File: src/rtl/mem_arbiter_pkg.sv
// Shared FSM state encoding and requester ids for the memory arbiter.
package mem_arbiter_pkg;

  typedef enum logic [1:0] {
    ST_IDLE  = 2'd0,
    ST_ISSUE = 2'd1,
    ST_RESP  = 2'd2
  } state_e;

  localparam logic OWN_CPU = 1'b0;
  localparam logic OWN_DBG = 1'b1;

endpackage

File: src/rtl/mem_arbiter_rr_arb2.sv
// Two-input round-robin pick: a lone requester wins outright, a tie goes
// to whichever port did not win last time.
module rr_arb2
  import mem_arbiter_pkg::*;
(
  input  logic [1:0] req,
  input  logic       last,
  output logic       winner,
  output logic       valid
);

  always_comb begin
    valid  = |req;
    winner = OWN_CPU;
    if (&req) begin
      winner = ~last;
    end else if (req[OWN_DBG]) begin
      winner = OWN_DBG;
    end
  end

endmodule

File: src/rtl/mem_arbiter.sv
// Arbitrates a CPU port and a debug/loader port onto one single-ported memory.
// Grant one cycle after sampling; read data returned one cycle after grant.
module mem_arbiter
  import mem_arbiter_pkg::*;
#(
  parameter int ADDR_W = 8,
  parameter int DATA_W = 8
) (
  input  logic              clk,
  input  logic              rst_n,
  input  logic              cpu_req,
  input  logic              cpu_we,
  input  logic [ADDR_W-1:0] cpu_addr,
  input  logic [DATA_W-1:0] cpu_wdata,
  output logic              cpu_gnt,
  output logic              cpu_rvalid,
  output logic [DATA_W-1:0] cpu_rdata,
  output logic              cpu_stall,
  input  logic              dbg_req,
  input  logic              dbg_we,
  input  logic [ADDR_W-1:0] dbg_addr,
  input  logic [DATA_W-1:0] dbg_wdata,
  output logic              dbg_gnt,
  output logic              dbg_rvalid,
  output logic [DATA_W-1:0] dbg_rdata,
  input  logic              dbg_lock,
  output logic              mem_en,
  output logic              mem_we,
  output logic [ADDR_W-1:0] mem_addr,
  output logic [DATA_W-1:0] mem_wdata,
  input  logic [DATA_W-1:0] mem_rdata
);

  state_e            state_q;
  logic              last_q;
  logic              owner_q;
  logic              we_q;
  logic [ADDR_W-1:0] addr_q;
  logic [DATA_W-1:0] wdata_q;

  logic [1:0]        elig;
  logic              win;
  logic              win_vld;
  logic              win_we_d;
  logic [ADDR_W-1:0] win_addr_d;
  logic [DATA_W-1:0] win_wdata_d;

  // The lock only gates fresh CPU arbitration; an in-flight CPU access runs on.
  assign elig = {dbg_req, cpu_req & ~dbg_lock};

  rr_arb2 u_rr_arb2 (
    .req    (elig),
    .last   (last_q),
    .winner (win),
    .valid  (win_vld)
  );

  assign win_we_d    = (win == OWN_DBG) ? dbg_we    : cpu_we;
  assign win_addr_d  = (win == OWN_DBG) ? dbg_addr  : cpu_addr;
  assign win_wdata_d = (win == OWN_DBG) ? dbg_wdata : cpu_wdata;

  always_ff @(posedge clk) begin
    if (!rst_n) begin
      state_q <= ST_IDLE;
      last_q  <= OWN_DBG;
      owner_q <= OWN_CPU;
      we_q    <= 1'b0;
      addr_q  <= '0;
      wdata_q <= '0;
    end else begin
      case (state_q)
        ST_IDLE: begin
          if (win_vld) begin
            state_q <= ST_ISSUE;
            owner_q <= win;
            last_q  <= win;
            we_q    <= win_we_d;
            addr_q  <= win_addr_d;
            wdata_q <= win_wdata_d;
          end
        end
        ST_ISSUE: state_q <= we_q ? ST_IDLE : ST_RESP;
        ST_RESP:  state_q <= ST_IDLE;
        default:  state_q <= ST_IDLE;
      endcase
    end
  end

  // Address/data registers only move on a pick, so they hold between accesses.
  assign mem_en    = (state_q == ST_ISSUE);
  assign mem_we    = mem_en & we_q;
  assign mem_addr  = addr_q;
  assign mem_wdata = wdata_q;

  assign cpu_gnt    = mem_en & (owner_q == OWN_CPU);
  assign dbg_gnt    = mem_en & (owner_q == OWN_DBG);
  assign cpu_rvalid = (state_q == ST_RESP) & (owner_q == OWN_CPU);
  assign dbg_rvalid = (state_q == ST_RESP) & (owner_q == OWN_DBG);
  assign cpu_rdata  = cpu_rvalid ? mem_rdata : '0;
  assign dbg_rdata  = dbg_rvalid ? mem_rdata : '0;

  assign cpu_stall  = cpu_req & ~cpu_gnt;

endmodule
File: config.mk
export PLATFORM = sky130hd
export DESIGN_NAME = mem_arbiter
export DESIGN_NICKNAME = d
export VERILOG_FILES = /design/src/rtl/mem_arbiter_pkg.sv /design/src/rtl/mem_arbiter_rr_arb2.sv /design/src/rtl/mem_arbiter.sv
export SDC_FILE = /design/constraint.sdc
export NUM_CORES = 1
export LEC_CHECK = 0
export CORE_UTILIZATION = 29
export CTS_CLUSTER_SIZE = 24
export DETAILED_ROUTE_END_ITERATION = 10
export PLACE_DENSITY = 0.79
export RECOVER_POWER = 50
export SLEW_MARGIN = 20
export SYNTH_ARGS = -nofsm -noshare
export SYNTH_HDL_FRONTEND = slang
export SYNTH_SLANG_ARGS = --single-unit
File: constraint.sdc
create_clock -name clk -period 1.1 [get_ports clk]
set_input_delay 0.165 -clock clk [delete_from_list [all_inputs] [get_ports clk]]
set_output_delay 0.165 -clock clk [all_outputs]
set_load 0.05 [all_outputs]
Word-level counts from Yosys, hierarchy flattened
Index checks and enable logic that the tools add are counted.

operators by class
  $add $sub $neg = 0
  multiply operators = 0
  divide/modulo/power cells = 0
  magnitude comparators = 0
  equality and inequality tests = 3
  shift-type cells = 0
  muxes and demuxes = 10
  bitwise operators = 11
  reduce and logical (&&, ||, !) cells = 4

operators by type and width
  operator                                             count
  two-way mux 8 bit                                    4
  bitwise AND 1 bit                                    7
  two-way mux 2 bit                                    2
  NOT 1 bit                                            4
  case mux 2 bit (2 select lines)                      1
  AND reduction 2 bit                                  2
  two-way mux 1 bit                                    3
  equality test 2 x 1 -> 1 bit, second input constant  1
  equality test 2 bit, second input constant           1
  logical NOT 2 bit                                    1
  != test 2 x 1 -> 1 bit, second input constant        1
  OR reduction 2 bit                                   1

word-level totals
  bits in registers = 21
  latch bits = 0
  bits in writable memories = 0
  memory bits (read-only) = 0
  output and inout port bits = 39
  logic and storage cells = 34
  memories kept = 0

Longest topological paths before layout
Gate-level depths: netlist of the first run.

  depth after elaboration = 5
  gate-level depth with buffers = 6
  depth with buffers taken out = 4

Cells and area by module
Synthesis of the first run repeated with hierarchy kept, for this count alone.

second synthesis, totals
  cells, all modules = 119
  area, all modules = 1159.9 µm²

by module, submodules not included
  module       instances  cells each  area each (µm²)
  mem_arbiter  1          117         1146.1
  rr_arb2      1          2           13.8

Worst setup path after synthesis of the first run
Ideal clock, no wire load.

  kind = reg-to-output
  start = reg state_q[0]
  end = out cpu_rdata[0]
  data arrival time = 1682 ps
  required time = 935 ps
  path slack = -747 ps
  stages on the path, launching flop included = 3
  path buffers = 0
  path through = dfxtp_1 > nor3b_2 > and2_1

between the ends
  cells in the longest elaborated chain, start to end = 3

RTL lines
  element                   RTL line           source
  start: declaration        mem_arbiter.sv:34  state_e state_q;
  start signal: assignment  mem_arbiter.sv:82  ST_ISSUE: state_q <= we_q ? ST_IDLE : ST_RESP;
  equality test 2 bit       mem_arbiter.sv:97  assign cpu_rvalid = (state_q == ST_RESP) & (owner_q == OWN_CPU);
  bitwise AND 1 bit         mem_arbiter.sv:97
  via cpu_rvalid            mem_arbiter.sv:16  output logic cpu_rvalid,
  two-way mux 8 bit         mem_arbiter.sv:99  assign cpu_rdata = cpu_rvalid ? mem_rdata : '0;
  end: declaration          mem_arbiter.sv:17  output logic [DATA_W-1:0] cpu_rdata,

The timed path passes the listed nets, and every way through them passes these cells.

Worst setup path after layout of the first run
  start = reg state_q[0]
  end = out dbg_gnt

between the ends
  cells in the longest elaborated chain, start to end = 2

RTL lines
  element                       RTL line           source
  equality test 2 x 1 -> 1 bit  mem_arbiter.sv:90  assign mem_en = (state_q == ST_ISSUE);
  bitwise AND 1 bit             mem_arbiter.sv:96  assign dbg_gnt = mem_en & (owner_q == OWN_DBG);
  end: declaration              mem_arbiter.sv:23  output logic dbg_gnt,

No other way between the ends.

==> metrics.log, run 1 <==
[metrics] status: complete, but fails checks
[metrics] violations in the final reports: setup timing
[metrics] sequential share of the synthesized area: 40.1%
[metrics] required time reported for the critical path endpoint: approximately 940 ps
[metrics] Initial DRT Pass Iterations: 4
[metrics] initial antenna violation count: 0
[metrics] fin crit share: 134%
[metrics] Peak VDD IR: 0.712 mV
[metrics] Fmax: 678 MHz
[metrics] I/O pin count: 86
[metrics] time the final worst path needs with I/O delays and setup: 1480 ps
[metrics] Placer Congestion: 0.706
[metrics] biggest cell delay along the critical path: 380 ps
[metrics] setup repair after global routing missed its margin: yes
[metrics] die width: 62.1 um
[metrics] largest area contributor in the netlist: sky130_fd_sc_hd__dfxtp_1
[metrics] aggregate global routing overflow: 0
[metrics] area growth from synthesis to layout: 144%
[metrics] number of synthesis warnings: 0
[metrics] final count of pins violating max slew: 0
[metrics] wire length of the first global-routing pass: 5800 um
[metrics] post-route DRC violation count: 0
[metrics] Util after Layout: 75.4%
[metrics] standard cell area after detailed placement: 2510 um^2
[metrics] number of buffers added to fix hold violations after cts: 0
[metrics] combinational power share: 48.8%
[metrics] Core Rows: 21
[metrics] transition time at the pin with the least slew margin: roughly 170 ps
[metrics] clock tree from TritonCTS: yes
[metrics] largest clock skew in the final design: 2.03 ps
[metrics] TritonCTS sink count: 21
[metrics] CP top delay family: flip-flops
[metrics] power per unit of standard cell area: 992 nW/um^2
[metrics] average wire length per cell after detail routing: around 13 um
[metrics] count of final hold-check violations: 0
[metrics] height of the die: 62.1 um
[metrics] Worst Slack Setup Final: -376 ps
[metrics] fraction of layout instances using a drive strength above 1: 40.3%
[metrics] Mapped Nets: 183
[metrics] kind of end point of the critical path: primary output
[metrics] CP startpoint kind: flop
[metrics] port bufs: 85
[metrics] maximum capacitance violations: 0
[metrics] min-delay worst type: in2reg
[metrics] Seq cells post-synth: 21
[metrics] Final HPWL DP: 2930 um
[metrics] maximum number of pins on one net before global-route repair: 27
[metrics] clock network fraction of design power: between 10 and 15%
[metrics] most common cell after layout, fill and taps aside: sky130_fd_sc_hd__clkdlybuf4s50_1
[metrics] overall die area: 3860 um^2
[metrics] Initial Util: 30.9%
[metrics] sequential share of power: 36.6%
[metrics] worst path buffer plus inverter count: 3
[metrics] Switching Fraction: ~36%
[metrics] global-route total usage across every layer: a little over a fifth
[metrics] Cell Area, Synth: 1050 um^2
[metrics] net switching power of the design: 915 uW
[metrics] initial drt markers: 42
[metrics] number of setup violations in the final report: 42
[metrics] core footprint: about 3400 um^2
[metrics] fin cells: approximately 280
[metrics] post-synth top area share: 40.1%
[metrics] total inserted antenna cells: 0
[metrics] internal power component: 1620 uW
[metrics] setup TNS: -9330 ps
[metrics] Placed Cells incl. Taps: between 200 and 300
[metrics] via count of the first global-routing pass: 1312
[metrics] number of instances in the synthesized netlist: 136
[metrics] clock tree root buffer cell: sky130_fd_sc_hd__clkbuf_4
[metrics] total power of the final layout: between 2000 and 3000 uW
[metrics] distinct cell type count of the synthesized netlist: 24
[metrics] maximum buffer depth of the clock tree: 2
[metrics] peak fanout along the critical path: 5
[metrics] number of buffers added by the clock tree synthesis step: 3
[metrics] clock latency at the later pin of the worst-skew pair: 300 ps
[metrics] data arrival time at the worst-slack endpoint: 1310 ps
[metrics] post-detailed-route count of antenna-violating nets: 0
[metrics] Avg Cell Area, Syn: just under 8 um^2
[metrics] highest-count cells in the layout ignoring fill and taps: 45 x sky130_fd_sc_hd__clkdlybuf4s50_1, 38 x sky130_fd_sc_hd__buf_12, 32 x sky130_fd_sc_hd__nand2_1
[metrics] Slew headroom: between 80% and 90%
[metrics] top cells by area, synth: sky130_fd_sc_hd__dfxtp_1 40%, sky130_fd_sc_hd__and2_1 12%, sky130_fd_sc_hd__nand2_1 12%
[metrics] worst path cell trace: buf_6 > nand2b_4 > clkinvlp_4 > and2_4 > buf_12
[metrics] total detailed-routing wirelength: 3660 um
[metrics] CTS clk-pin slew, worst paths: about 120 ps
[metrics] via count of the routed design: 1320
[metrics] static power due to leakage: 0.00107 uW
[metrics] nets@finish: roughly 280
[metrics] design area: 2560 um^2
[metrics] Max H-tree Level: 1
[metrics] routed via count divided by cell count: 4.73
[metrics] slowest CP cell: sky130_fd_sc_hd__dfxtp_4
[metrics] Setup CP Type: reg2out
==> worst paths after layout <==
check	startpoint	slack [ps]	cells after the start	end
min reg2reg	we_q	460	1	state_q[1]
min	cpu_wdata[2]	420	3	mem_wdata[2]
max reg2reg	state_q[0]	-110	5	mem_wdata[6]
max	state_q[0]	-380	5	dbg_gnt
==> Yosys cell counts <==
cell type                   n
sky130_fd_sc_hd__buf_6      3
sky130_fd_sc_hd__clkbuf_1   3
sky130_fd_sc_hd__a21oi_1    2
sky130_fd_sc_hd__buf_2      2
sky130_fd_sc_hd__and3b_1    1
sky130_fd_sc_hd__nand2_2    1
sky130_fd_sc_hd__o21ai_1   12
sky130_fd_sc_hd__nor3b_1    1
sky130_fd_sc_hd__nand2_1   33
sky130_fd_sc_hd__o21ai_0    5
sky130_fd_sc_hd__inv_1      1
sky130_fd_sc_hd__a31oi_1   16
sky130_fd_sc_hd__dfxtp_1   21
sky130_fd_sc_hd__o21a_1     1
sky130_fd_sc_hd__nor2b_1    2
sky130_fd_sc_hd__nor2_1     2
sky130_fd_sc_hd__buf_4      2
sky130_fd_sc_hd__a21boi_1   1
sky130_fd_sc_hd__nand2b_1   3
sky130_fd_sc_hd__nor3b_2    1
sky130_fd_sc_hd__and2_1    20
sky130_fd_sc_hd__a21boi_0   1
sky130_fd_sc_hd__nand3_1    1
sky130_fd_sc_hd__nand3b_1   1
==> kinds of logic (layout without fill, tap and decap cells) <==
family	Yosys count	after routing	share of synthesized area (%)
simple gates	66	67	32.0
compound gates	38	38	20.8
flops	21	21	40.1
buf+inv	11	107	7.05
==> tightest hold or removal path, stage by stage <==
cell	delay, ps
sky130_fd_sc_hd__clkdlybuf4s50_1	400
sky130_fd_sc_hd__nand2_1	50
sky130_fd_sc_hd__a31oi_1	60
==> flip-flops by register name, indices dropped and copies added (netlist names) <==
name,count
last_q,1
mem_addr,8
mem_wdata,8
owner_q,1
state_q,2
we_q,1
==> area by class of cell <==
cell class	instances	area [um^2]
sequential	21	428
clock inverter	1	5.00
clock buffer	3	22.5
fill	234	833
inverter	1	7.51
timing repair buffer	102	1380
multi-input combinational	105	654
tap	46	57.6
==> timing repair <==
action                                  in CTS  in global routing
pin swaps                                    4                  4
gates cloned                                 1                  0
resized for setup                           12                  8
buffers inserted                             1                  0
endpoints found under the setup margin      43                 43
==> power groups by stage <==
| stage | Sequential (uW) | Combinational, uW | Clock, uW |
|---|---|---|---|
| after floorplan | 1140 | 352 | 0 |
| after global placement | 947 | 1220 | 0 |
| after detailed placement | 952 | 1240 | 0 |
| after CTS | 938 | 1270 | 384 |
| after global routing | 939 | 1310 | 431 |
| final | 928 | 1240 | 370 |
==> per-layer routing <==
metal / wire [um] / track usage [%] / part of all wire, %
met5: 0 / 0 / 0
met4: 50 / 9.21 / 1.4
met3: 396 / 6.00 / 11
met2: 1950 / 38.6 / 53
met1: 1260 / 21.6 / 35
==> per-stage QoR <==
stage	setup WS (ps)	hold slack [ps]
after floorplan	-413	318
after global placement	-357	441
after detailed placement	-430	439
after CTS	-391	407
after global routing	-443	405
final	-376	415
Note: power is estimated with default switching activity, not from simulation.
==> run 2: changes to the inputs <==
Settings changed: CTS_CLUSTER_SIZE 24 to 20.
==> results of run 2 <==
Same layout as run 1: the final DEF is identical, and so are final timing and power.
